--- config.mk ---
export PLATFORM = sky130hd
export DESIGN_NAME = video_stream_switch
export DESIGN_NICKNAME = d
export VERILOG_FILES = /design/src/rtl/video_stream_switch.sv
export SDC_FILE = /design/constraint.sdc
export NUM_CORES = 1
export LEC_CHECK = 0
export BUFFER_PORTS_ARGS = -buffer_cell sky130_fd_sc_hd__buf_2
export CAP_MARGIN = 25
export CORE_ASPECT_RATIO = 2
export CORE_UTILIZATION = 32
export CTS_CLUSTER_SIZE = 10
export DETAILED_ROUTE_END_ITERATION = 10
export GPL_ROUTABILITY_DRIVEN = 0
export SLEW_MARGIN = 20
export SYNTH_ARGS = -nofsm -noshare
export SYNTH_HDL_FRONTEND = slang
export SYNTH_SLANG_ARGS = --single-unit
--- constraint.sdc ---
create_clock -name ap_clk -period 3.3 [get_ports ap_clk]
set_input_delay 0.66 -clock ap_clk [delete_from_list [all_inputs] [get_ports ap_clk]]
set_output_delay 0.66 -clock ap_clk [all_outputs]
set_load 0.02 [all_outputs]
--- src/rtl/video_stream_switch.sv ---
// AXI-Stream video input switch: frame-aligned channel selection into a
// first-word-fall-through output FIFO, with frame counting and a sticky error flag.
module video_stream_switch #(
  parameter int NUM_CH      = 2,
  parameter int DATA_W      = 24,
  parameter int FIFO_DEPTH  = 16,
  parameter int DRAIN_UNSEL = 1
) (
  input  logic                     ap_clk,
  input  logic                     ap_rst_n,
  input  logic [NUM_CH*DATA_W-1:0] s_tdata,
  input  logic [NUM_CH-1:0]        s_tvalid,
  input  logic [NUM_CH-1:0]        s_tuser,
  input  logic [NUM_CH-1:0]        s_tlast,
  output logic [NUM_CH-1:0]        s_tready,
  input  logic [1:0]               sel,
  input  logic                     err_clr,
  output logic [DATA_W-1:0]        m_tdata,
  output logic                     m_tvalid,
  output logic                     m_tuser,
  output logic                     m_tlast,
  input  logic                     m_tready,
  output logic [1:0]               active_ch,
  output logic                     error,
  output logic [15:0]              frame_cnt
);

  localparam int AW = $clog2(FIFO_DEPTH);
  localparam int EW = DATA_W + 2;
  localparam logic [AW:0] FULL_CNT = (AW+1)'(FIFO_DEPTH);

  typedef enum logic [1:0] {IDLE, SYNC, PASS} state_t;
  state_t state, state_nx;

  logic              a_valid, a_user, a_last;
  logic [DATA_W-1:0] a_data;
  logic              act_ready, unsel_ready, a_xfer, push, pop, full;
  logic              sel_ok, switch_req, sw_hold, chan_change, err_set;
  logic              last_seen_tlast, open_sof;
  logic [AW-1:0]     wr_ptr, rd_ptr;
  logic [AW:0]       count;
  logic [EW-1:0]     mem [FIFO_DEPTH];
  logic [EW-1:0]     head;

  always_comb begin
    a_valid = 1'b0;
    a_user  = 1'b0;
    a_last  = 1'b0;
    a_data  = '0;
    for (int k = 0; k < NUM_CH; k++) begin
      if (int'(active_ch) == k) begin
        a_valid = s_tvalid[k];
        a_user  = s_tuser[k];
        a_last  = s_tlast[k];
        a_data  = s_tdata[k*DATA_W +: DATA_W];
      end
    end
  end

  assign sel_ok     = int'(sel) < NUM_CH;
  assign switch_req = sel_ok && (sel != active_ch);
  assign full       = (count == FULL_CNT);
  // An SOF on the active channel is the only point where a pending switch may take effect.
  assign sw_hold    = (state == PASS) && a_valid && a_user && switch_req;

  always_ff @(posedge ap_clk or negedge ap_rst_n) begin
    if (!ap_rst_n) state <= IDLE;
    else           state <= state_nx;
  end

  always_comb begin
    state_nx = state;
    case (state)
      IDLE:    state_nx = SYNC;
      SYNC:    if (push) state_nx = PASS;
      PASS:    if (sw_hold) state_nx = SYNC;
      default: state_nx = IDLE;
    endcase
  end

  always_comb begin
    act_ready   = 1'b0;
    push        = 1'b0;
    unsel_ready = (DRAIN_UNSEL != 0) && (state != IDLE);
    case (state)
      SYNC: begin
        act_ready = a_user ? (!full && !switch_req) : 1'b1;
        push      = a_valid && a_user && act_ready;
      end
      PASS: begin
        act_ready = !full && !sw_hold;
        push      = a_valid && act_ready;
      end
      default: ;
    endcase
    s_tready = '0;
    for (int k = 0; k < NUM_CH; k++)
      s_tready[k] = (int'(active_ch) == k) ? act_ready : unsel_ready;
  end

  assign a_xfer      = a_valid && act_ready;
  assign chan_change = (state == IDLE) || ((state == SYNC) && switch_req) || sw_hold;
  assign err_set     = a_xfer && a_user && (((state == PASS) && !last_seen_tlast) || open_sof);

  always_ff @(posedge ap_clk or negedge ap_rst_n) begin
    if (!ap_rst_n) begin
      active_ch       <= 2'd0;
      last_seen_tlast <= 1'b1;
      open_sof        <= 1'b0;
      error           <= 1'b0;
      frame_cnt       <= 16'd0;
    end else begin
      if (state == IDLE)    active_ch <= sel_ok ? sel : 2'd0;
      else if (chan_change) active_ch <= sel;
      // Line-structure history restarts whenever the forwarded channel changes.
      if (chan_change) begin
        last_seen_tlast <= 1'b1;
        open_sof        <= 1'b0;
      end else if (a_xfer) begin
        last_seen_tlast <= a_last;
        open_sof        <= a_user && !a_last;
      end
      if (err_set)      error <= 1'b1;
      else if (err_clr) error <= 1'b0;
      if (push && a_user) frame_cnt <= frame_cnt + 16'd1;
    end
  end

  // Output FIFO: pointers wrap naturally at the power-of-two depth.
  assign m_tvalid = (count != '0);
  assign pop      = m_tvalid && m_tready;

  always_ff @(posedge ap_clk or negedge ap_rst_n) begin
    if (!ap_rst_n) begin
      wr_ptr <= '0;
      rd_ptr <= '0;
      count  <= '0;
    end else begin
      if (push) wr_ptr <= wr_ptr + 1'b1;
      if (pop)  rd_ptr <= rd_ptr + 1'b1;
      case ({push, pop})
        2'b10:   count <= count + 1'b1;
        2'b01:   count <= count - 1'b1;
        default: count <= count;
      endcase
    end
  end

  always_ff @(posedge ap_clk) begin
    if (push) mem[wr_ptr] <= {a_user, a_last, a_data};
  end

  assign head    = mem[rd_ptr];
  assign m_tdata = m_tvalid ? head[DATA_W-1:0] : '0;
  assign m_tuser = m_tvalid && head[EW-1];
  assign m_tlast = m_tvalid && head[EW-2];

endmodule
==> results of run 1 <==
## metrics by stage
stage | area [µm²] | setup WS [ns]
6_report | 22000 | -0.109
2_1_floorplan | 18400 | 0.00765
5_1_grt | 22000 | -0.183
3_5_place_dp | 20200 | 0.122
3_3_place_gp | 20200 | 0.149
4_1_cts | 21800 | -0.173
## registers in the layout (all words and copies together) (netlist names)
name and flops:
active_ch 2, count 5, error 1, frame_cnt 16, last_seen_tlast 1, mem 416
open_sof 1, rd_ptr 4, state 2, wr_ptr 4
## layer usage
metal | routed length, µm | part of all wire (%) | up-vias
met2 | 25200 | 57 | 246
li1 | - | - | 3988
met3 | 1620 | 3.7 | 68
met5 | 0 | 0 | -
met4 | 1100 | 2.5 | 0
met1 | 16400 | 37 | 4842
## cell families (layout without fill, tap and decap cells)
family,after synthesis,in the layout,synth area share (%)
buf+inv,60,257,1.32
xor+xnor,28,28,1.33
fa+ha+maj,13,13,0.885
simple gates,149,149,4.73
flops,452,452,72.9
mux,164,164,17.8
compound gates,29,29,1.07
## worst reg2reg max path, delay by kind of cell, from the launching register on
kind,cells,cell delay (ns)
compound gates,5,0.86
fa+ha+maj,2,0.38
simple gates,2,0.45
flops,1,0.49
mux,1,0.23
xor+xnor,2,0.29
buf+inv,1,0.08
## placed cells by master (no fill, tap or decap), types with 5 or more instances in the layout
cell       count
nor2_1        35
buf_16         6
xor2_1        12
ha_1          13
mux2i_1       29
buf_6          7
buf_12        12
edfxtp_1     416
o21ai_0        6
nor3_2         5
clkbuf_16     57
xnor2_1       16
clkbuf_1      18
nand3_1        7
mux4_2       130
and2_4         7
and2_1        29
nand4_1        9
buf_4         45
dfrtp_1       30
buf_2         99
nand2_1        8
a21oi_1        5
inv_1         10
and3_1        19
nand3b_1       5
## worst min-delay path by stage
stage / to / slack (ns) / from / cells after the start
after detailed placement: frame_cnt[15]$_DFFE_PN0P_ / 0.47 / frame_cnt[15]$_DFFE_PN0P_ / 1
after global placement: frame_cnt[15]$_DFFE_PN0P_ / 0.46 / frame_cnt[15]$_DFFE_PN0P_ / 1
after global routing: error$_DFFE_PN0P_ / 0.26 / err_clr / 2
after floorplan: active_ch[0]$_DFFE_PN0P_ / 0.36 / ap_rst_n / 0
final: open_sof$_DFFE_PN0P_ / 0.20 / ap_rst_n / 1
after CTS: error$_DFFE_PN0P_ / 0.22 / ap_rst_n / 1
## power by group through the flow
stage                     clock [mW]  sequential, mW  combinational, mW
after floorplan                    0            7.16               4.30
after global placement             0            7.29               6.10
after detailed placement           0            7.30               6.18
after CTS                       5.08            7.19               6.64
after global routing            5.26            7.19               7.34
final                           4.97            7.16               6.79
## timing repair
action / CTS / global route
setup buffers: 4 / 6
gates resized for setup: 28 / 5
gates cloned: 3 / 5
setup endpoints to repair: 28 / 28
## cell type report
type | count | area [µm²] | area share (%)
clock buffers | 70 | 1370 | 6.21
clock inverters | 3 | 33.8 | 0.153
inverters | 10 | 37.5 | 0.170
multi-input cells | 383 | 4810 | 21.8
flip-flops and latches | 452 | 13400 | 60.8
well taps | 750 | 938 | 4.26
repair buffers | 174 | 1440 | 6.55
==> results.json, run 1 <==
{
  "leakagePower_nw": 7.50,
  "grt.total_usage_pct": 15.5,
  "rsz0062_at_grt": "true",
  "hpwlAfterDp_mm": 25.0,
  "hold_class": "input pin to async pin",
  "cts_buffers": 51,
  "clk_latency_ns": 0.57,
  "synth_cell_type_count": 52,
  "vias_per_cell": 4.96,
  "use_met3_pct": 1.64,
  "power_mw": 18.9,
  "htreeDepth": 2,
  "max_stage_delay_ns": 0.51,
  "outcome": "complete, but fails checks",
  "cap_violations": 0,
  "ir_worst_vdd_mv": 0.493,
  "netSwitchingPower_mw": 5.80,
  "drt_iter0_markers": 590,
  "met1_usage_pct": 18.1,
  "criticalPathCategory": "flip-flop to output pin",
  "portBuffers": 107,
  "timing.final.ws_setup_ns": -0.109,
  "post-route-period-util_pct": 103,
  "diodes": 0,
  "clock-root-buffer": "clkbuf_16",
  "fin_crit_ns": 3.41,
  "num_rows": 123,
  "critPathCaptureType": "output pin",
  "fin_hold_ws_ns": 0.205,
  "worst-path-stages": 6,
  "critPathTopFamily": "multiplexers",
  "final.setup.tns_ns": -1.96,
  "yosysWarnings": 0,
  "wl_mm": 44.3,
  "yosysTopAreaCell": "edfxtp_1",
  "syn_area_mm2": 0.0184,
  "clock_power_share_pct": 26.3,
  "cp-start-kind": "flip-flop",
  "die-area_mm2": 0.0585,
  "worstReg2RegEnd": "count[4]$_DFFE_PN0P_",
  "io-pin-count": 108,
  "violations": "negative setup slack",
  "p_per_area_mw_per_mm2": 859,
  "relSlewSlack_pct": 38.6,
  "syn-instance-count": 895,
  "die_x_um": 171,
  "r2r-start": "active_ch[0]$_DFFE_PN0P_",
  "cp-startpoint": "rd_ptr[0]$_DFFE_PN0P_",
  "fin_util_pct": 39.0,
  "worst_pin_slew_ns": 0.917,
  "swShare_pct": 30.7,
  "required_ns": 2.64,
  "wl_per_cell_um": 24.1,
  "ys_ff_latch": 452,
  "p_seq_share_pct": 37.8,
  "slowest_stage": "mux4_2",
  "grt_max_degree": 37,
  "grt_pass1_vias": 9767,
  "top_usage_layer": "met2",
  "hold_viol": 0,
  "route.detailed.drc": 0,
  "endpoint": "m_tdata[18]",
  "synth-main-ff-cell": "edfxtp_1",
  "synth_edf_count": 416,
  "cpMostUsedCell": "mux4_2",
  "dpl.cell_count": 1749,
  "avgSynthCellArea_um2": 20.5,
  "skew_ns": 0.0141,
  "synthTopCellsByCount": "edfxtp_1 (416), mux4_2 (130), and2_1 (36), nor2_1 (36), dfrtp_1 (35)",
  "final-setup-viol-count": 26,
  "cts_hold_buf": 0,
  "syn-num-nets": 968,
  "use_met2_pct": 29.1,
  "intPower_mw": 13.1,
  "yosysMostFrequentCell": "edfxtp_1",
  "core-area_mm2": 0.0565,
  "path_cells": "buf_12 > buf_16 > mux4_2 > mux4_2 > and2_1 > buf_2",
  "drive_gt1_share_pct": 35.7,
  "p_comb_share_pct": 35.9,
  "ant_nets": 0,
  "dr.pass1.iters": 5,
  "die_height_um": 341,
  "antenna_found_initial": 0,
  "grt_pass1_wl_mm": 64.6,
  "area_growth_pct": 19.9,
  "path_buf_inv": 3,
  "netlist_top_cells_area": "edfxtp_1 (68%), mux4_2 (16%), dfrtp_1 (4.8%)",
  "clk_path_buf_depth": 3,
  "nNetsFinal": 1145,
  "fmax_mhz": 293,
  "vias": 9144,
  "grt_overflow": 0,
  "clock-sinks": 452,
  "cts_tree": "built",
  "fillers": 5066,
  "clkTransAtPathRegs_ns": 0.06,
  "arrival_ns": 2.75,
  "r2r_slack_ns": 0.45,
  "drv_slew": 0,
  "start_util_pct": 32.5,
  "fin_cells": 1842,
  "ys_async_sr_fraction_pct": 7.96,
  "synth_top_area_share_pct": 68.0,
  "reg2reg_depth": 13,
  "path_max_fanout": 8,
  "seq_area_frac_synth_pct": 72.9
}
Note: power is estimated with default switching activity, not from simulation.
==> run 2, diff against run 1 <==
--- a/config.mk
+++ b/config.mk
@@ -8,7 +8,7 @@
 export BUFFER_PORTS_ARGS = -buffer_cell sky130_fd_sc_hd__buf_2
 export CAP_MARGIN = 25
 export CORE_ASPECT_RATIO = 2
-export CORE_UTILIZATION = 32
+export CORE_UTILIZATION = 30
 export CTS_CLUSTER_SIZE = 10
 export DETAILED_ROUTE_END_ITERATION = 10
 export GPL_ROUTABILITY_DRIVEN = 0
==> results.json, run 2 (synthesized netlist as in run 1, its figures left out) <==
{
  "p_seq_share_pct": 37.1,
  "grt_overflow": 0,
  "hold_class": "input pin to async pin",
  "final-setup-viol-count": 26,
  "critPathCaptureType": "output pin",
  "worst_pin_slew_ns": 0.973,
  "final_cell_mix": "edfxtp_1 (416), mux4_2 (130), buf_2 (90), clkbuf_16 (60), buf_4 (46)",
  "drv_slew": 0,
  "leakagePower_nw": 7.60,
  "htreeDepth": 2,
  "path_max_fanout": 7,
  "portBuffers": 107,
  "ir_worst_vdd_mv": 0.483,
  "nNetsFinal": 1155,
  "clock-root-buffer": "clkbuf_16",
  "drt_iter0_markers": 533,
  "die-area_mm2": 0.0623,
  "fin_util_pct": 36.8,
  "grt_max_degree": 37,
  "r2r_slack_ns": 0.39,
  "path_buf_inv": 3,
  "largest_reg_flops": 416,
  "swShare_pct": 30.7,
  "route.detailed.drc": 0,
  "fin_crit_ns": 3.45,
  "clk_path_buf_depth": 3,
  "final.setup.tns_ns": -2.51,
  "cts_buffers": 51,
  "relSlewSlack_pct": 34.9,
  "mostFrequentLayoutCell": "edfxtp_1",
  "grt_pass1_wl_mm": 66.0,
  "violations": "negative setup slack",
  "die_x_um": 177,
  "intPower_mw": 13.4,
  "area_growth_pct": 21.5,
  "vias": 9358,
  "largest-register": "mem",
  "fillers": 5492,
  "post-route-period-util_pct": 104,
  "grt_pass1_vias": 9944,
  "clock-sinks": 452,
  "antenna_found_initial": 2,
  "clk_latency_ns": 0.59,
  "required_ns": 2.64,
  "ant_nets": 0,
  "max_stage_delay_ns": 0.52,
  "cpMostUsedCell": "mux4_2",
  "cap_violations": 0,
  "drive_gt1_share_pct": 36.1,
  "path_cells": "buf_12 > clkbuf_16 > mux4_2 > mux4_2 > and2_4 > buf_6",
  "outcome": "complete, but fails checks",
  "slowest_stage": "mux4_2",
  "netSwitchingPower_mw": 5.93,
  "reg2reg_depth": 13,
  "top_regs": "mem: 416 flops, frame_cnt: 16 flops, count: 5 flops",
  "vias_per_cell": 4.97,
  "diodes": 0,
  "wl_per_cell_um": 24.0,
  "skew_ns": 0.0302,
  "grt.total_usage_pct": 14.6,
  "cts_tree": "built",
  "cp-start-kind": "flip-flop",
  "criticalPathCategory": "flip-flop to output pin",
  "die_height_um": 352,
  "dr.pass1.iters": 4,
  "num_rows": 128,
  "hpwlAfterDp_mm": 26.1,
  "timing.final.ws_setup_ns": -0.147,
  "critPathTopFamily": "multiplexers",
  "arrival_ns": 2.79,
  "worstReg2RegEnd": "count[4]$_DFFE_PN0P_",
  "cts_hold_buf": 0,
  "hold_viol": 0,
  "rsz0062_at_grt": "true",
  "p_per_area_mw_per_mm2": 865,
  "clkTransAtPathRegs_ns": 0.07,
  "p_comb_share_pct": 36.8,
  "wl_mm": 45.2,
  "start_util_pct": 30.3,
  "power_mw": 19.3,
  "clock_power_share_pct": 26.1,
  "io-pin-count": 108,
  "core-area_mm2": 0.0607,
  "fmax_mhz": 290,
  "r2r-start": "active_ch[0]$_DFFE_PN0P_"
}
run 2: worst max path at each step:
stage / from / endpoint / slack, ns / depth (start not counted)
floorplan: sel[0] / count[4]$_DFFE_PN0P_ / 0.008 / 15
global placement: sel[0] / count[4]$_DFFE_PN0P_ / 0.12 / 14
detailed placement: sel[0] / count[4]$_DFFE_PN0P_ / 0.04 / 14
CTS: rd_ptr[0]$_DFFE_PN0P_ / m_tdata[20] / -0.17 / 6
global route: rd_ptr[0]$_DFFE_PN0P_ / m_tlast / -0.18 / 6
finish: rd_ptr[0]$_DFFE_PN0P_ / m_tdata[13] / -0.15 / 6
run 2: repair_timing:
item	in CTS	in global routing
buffers inserted	7	8
pin swaps	0	0
setup endpoints to repair	26	28
cloned	2	10
resized for setup	26	20
hold endpoints to repair	0	0
run 2: cell type report:
type                    count  area [µm²]  share of cell area [%]
well taps                 780         976                    4.37
flip-flops and latches    452       13400                    60.0
clock inverters             3        33.8                   0.151
clock buffers              72        1390                    6.21
repair buffers            184        1690                    7.55
multi-input cells         383        4800                    21.5
inverters                  10        37.5                   0.168
run 2: power groups by stage:
stage	Clock, mW	Combinational [mW]	Sequential, mW
4_1_cts	5.14	6.77	7.18
3_3_place_gp	0	6.11	7.36
3_5_place_dp	0	6.21	7.37
5_1_grt	5.31	7.63	7.18
6_report	5.04	7.11	7.16
2_1_floorplan	0	4.30	7.16
run 2: metrics by stage:
stage               instances  hold slack (ns)  worst slack, ns  area [µm²]
CTS                      1866            0.193           -0.174       22000
global route             1884            0.257           -0.185       22300
global placement         1781            0.467            0.123       20400
floorplan                 895            0.364          0.00765       18400
finish                   1884            0.165           -0.147       22300
detailed placement       1782            0.478           0.0370       20400
run 2: routing by layer:
metal  routed length [µm]  track usage [%]
met1                16600             16.4
met2                25400             27.4
met3                 1740             1.79
met4                 1440             5.69
met5                    0                0
==> run 3, diff against run 2 <==
--- a/config.mk
+++ b/config.mk
@@ -12,6 +12,7 @@
 export CTS_CLUSTER_SIZE = 10
 export DETAILED_ROUTE_END_ITERATION = 10
 export GPL_ROUTABILITY_DRIVEN = 0
+export SKIP_CTS_REPAIR_TIMING = 1
 export SLEW_MARGIN = 20
 export SYNTH_ARGS = -nofsm -noshare
 export SYNTH_HDL_FRONTEND = slang
==> results.json, run 3 (synthesized netlist as in run 1, its figures left out) <==
{
  "worst_pin_slew_ns": 0.964,
  "fin_cells": 1877,
  "grt_overflow": 0,
  "register_area_mm2": 0.0134,
  "top_regs": "mem: 416 flops, frame_cnt: 16 flops, count: 5 flops",
  "dr.pass1.iters": 4,
  "vias": 9273,
  "path_max_fanout": 10,
  "start_util_pct": 30.3,
  "grt_pass1_vias": 9871,
  "p_per_area_mw_per_mm2": 853,
  "core-area_mm2": 0.0607,
  "grt_pass1_wl_mm": 65.2,
  "skew_ns": 0.0308,
  "die-area_mm2": 0.0623,
  "fillers": 5511,
  "io-pin-count": 108,
  "fin_crit_ns": 3.43,
  "r2r-start": "active_ch[0]$_DFFE_PN0P_",
  "fmax_mhz": 292,
  "cts_buffers": 51,
  "criticalPathCategory": "flip-flop to output pin",
  "diodes": 0,
  "timing.final.ws_setup_ns": -0.126,
  "hold_class": "input pin to async pin",
  "post-route-period-util_pct": 104,
  "die_x_um": 177,
  "mostFrequentLayoutCell": "edfxtp_1",
  "relSlewSlack_pct": 35.5,
  "route.detailed.drc": 0,
  "nNetsFinal": 1148,
  "critPathCaptureType": "output pin",
  "clkTransAtPathRegs_ns": 0.07,
  "wl_mm": 44.4,
  "clock-root-buffer": "clkbuf_16",
  "leakagePower_nw": 7.52,
  "hpwlAfterDp_mm": 26.1,
  "drt_iter0_markers": 509,
  "final.setup.tns_ns": -2.52,
  "clk_latency_ns": 0.59,
  "cp-start-kind": "flip-flop",
  "rsz0062_at_grt": "true",
  "violations": "negative setup slack",
  "grt.total_usage_pct": 14.4,
  "portBuffers": 107,
  "vias_per_cell": 4.94,
  "hold_viol": 0,
  "drive_gt1_share_pct": 35.3,
  "outcome": "complete, but fails checks",
  "multi_input_area_mm2": 0.00479,
  "area_growth_pct": 20.5,
  "final-setup-viol-count": 26,
  "fin_hold_ws_ns": 0.167,
  "largest-register": "mem",
  "dpl.cell_count": 1782,
  "drv_slew": 0,
  "wl_per_cell_um": 23.6,
  "ant_nets": 0,
  "clk_path_buf_depth": 3,
  "largest_reg_flops": 416,
  "worstReg2RegEnd": "count[4]$_DFFE_PN0P_",
  "htreeDepth": 2,
  "num_rows": 128,
  "antenna_found_initial": 2,
  "clock-sinks": 452,
  "final_cell_mix": "edfxtp_1 (416), mux4_2 (130), buf_2 (103), clkbuf_16 (59), buf_4 (41)",
  "cts_tree": "built",
  "required_ns": 2.64,
  "grt_max_degree": 37,
  "arrival_ns": 2.77,
  "ir_worst_vdd_mv": 0.482,
  "cap_violations": 0,
  "die_height_um": 352,
  "r2r_slack_ns": 0.39,
  "reg2reg_depth": 13
}
==> run 3: cell types whose count changed in the layout (fill, tap and decap cells not counted) <==
cell | before | now
and2_4 | 6 | 1
buf_12 | 21 | 20
and2_1 | 30 | 35
clkbuf_16 | 60 | 59
buf_4 | 46 | 41
buf_8 | 2 | 1
buf_2 | 90 | 103
buf_6 | 14 | 2
==> run 3: where the power goes <==
group          internal, mW  leakage (nW)  total (mW)  switching (mW)
registers              6.93          4.20        7.15           0.216
clock network          2.88         0.686        5.04            2.16
logic                  3.24          2.63        6.70            3.46
==> run 3: cell type report <==
type                            instances  share of cell area, %
Tap cell                              780                   4.41
Timing Repair Buffer                  177                   6.86
Inverter                               10                  0.169
Clock inverter                          3                  0.153
Clock buffer                           72                   6.26
Multi-Input combinational cell        383                   21.6
Sequential cell                       452                   60.5
==> run 3: critical path, stage by stage, from the launching register on <==
cell	delay, ns
dfrtp_4	0.43
buf_12	0.19
buf_16	0.16
mux4_2	0.51
mux4_2	0.53
and2_1	0.18
buf_2	0.15
==> run 3: stage by stage <==
stage	util (%)	total power, mW	setup slack [ns]	cell area, µm²
4_1_cts	35.9	18.6	-0.363	21800
3_5_place_dp	33.5	13.6	0.0370	20400
5_1_grt	36.5	19.7	-0.186	22100
2_1_floorplan	-	11.5	0.00765	18400
6_report	36.5	18.9	-0.126	22100
3_3_place_gp	33.5	13.5	0.123	20400
==> run 3: worst max-delay path by stage <==
stage	from	endpoint	depth (start not counted)
floorplan	sel[0]	count[4]$_DFFE_PN0P_	15
global placement	sel[0]	count[4]$_DFFE_PN0P_	14
detailed placement	sel[0]	count[4]$_DFFE_PN0P_	14
CTS	rd_ptr[0]$_DFFE_PN0P_	m_tdata[14]	5
global route	rd_ptr[0]$_DFFE_PN0P_	m_tdata[9]	6
finish	rd_ptr[0]$_DFFE_PN0P_	m_tdata[14]	6
==> run 3: routing by layer <==
metal	GRT usage (%)	vias up	part of all wire, %
li1	-	4005	-
met1	16.4	4910	37
met2	26.8	272	56
met3	1.76	86	3.5
met4	5.67	0	3.4
met5	0	-	0
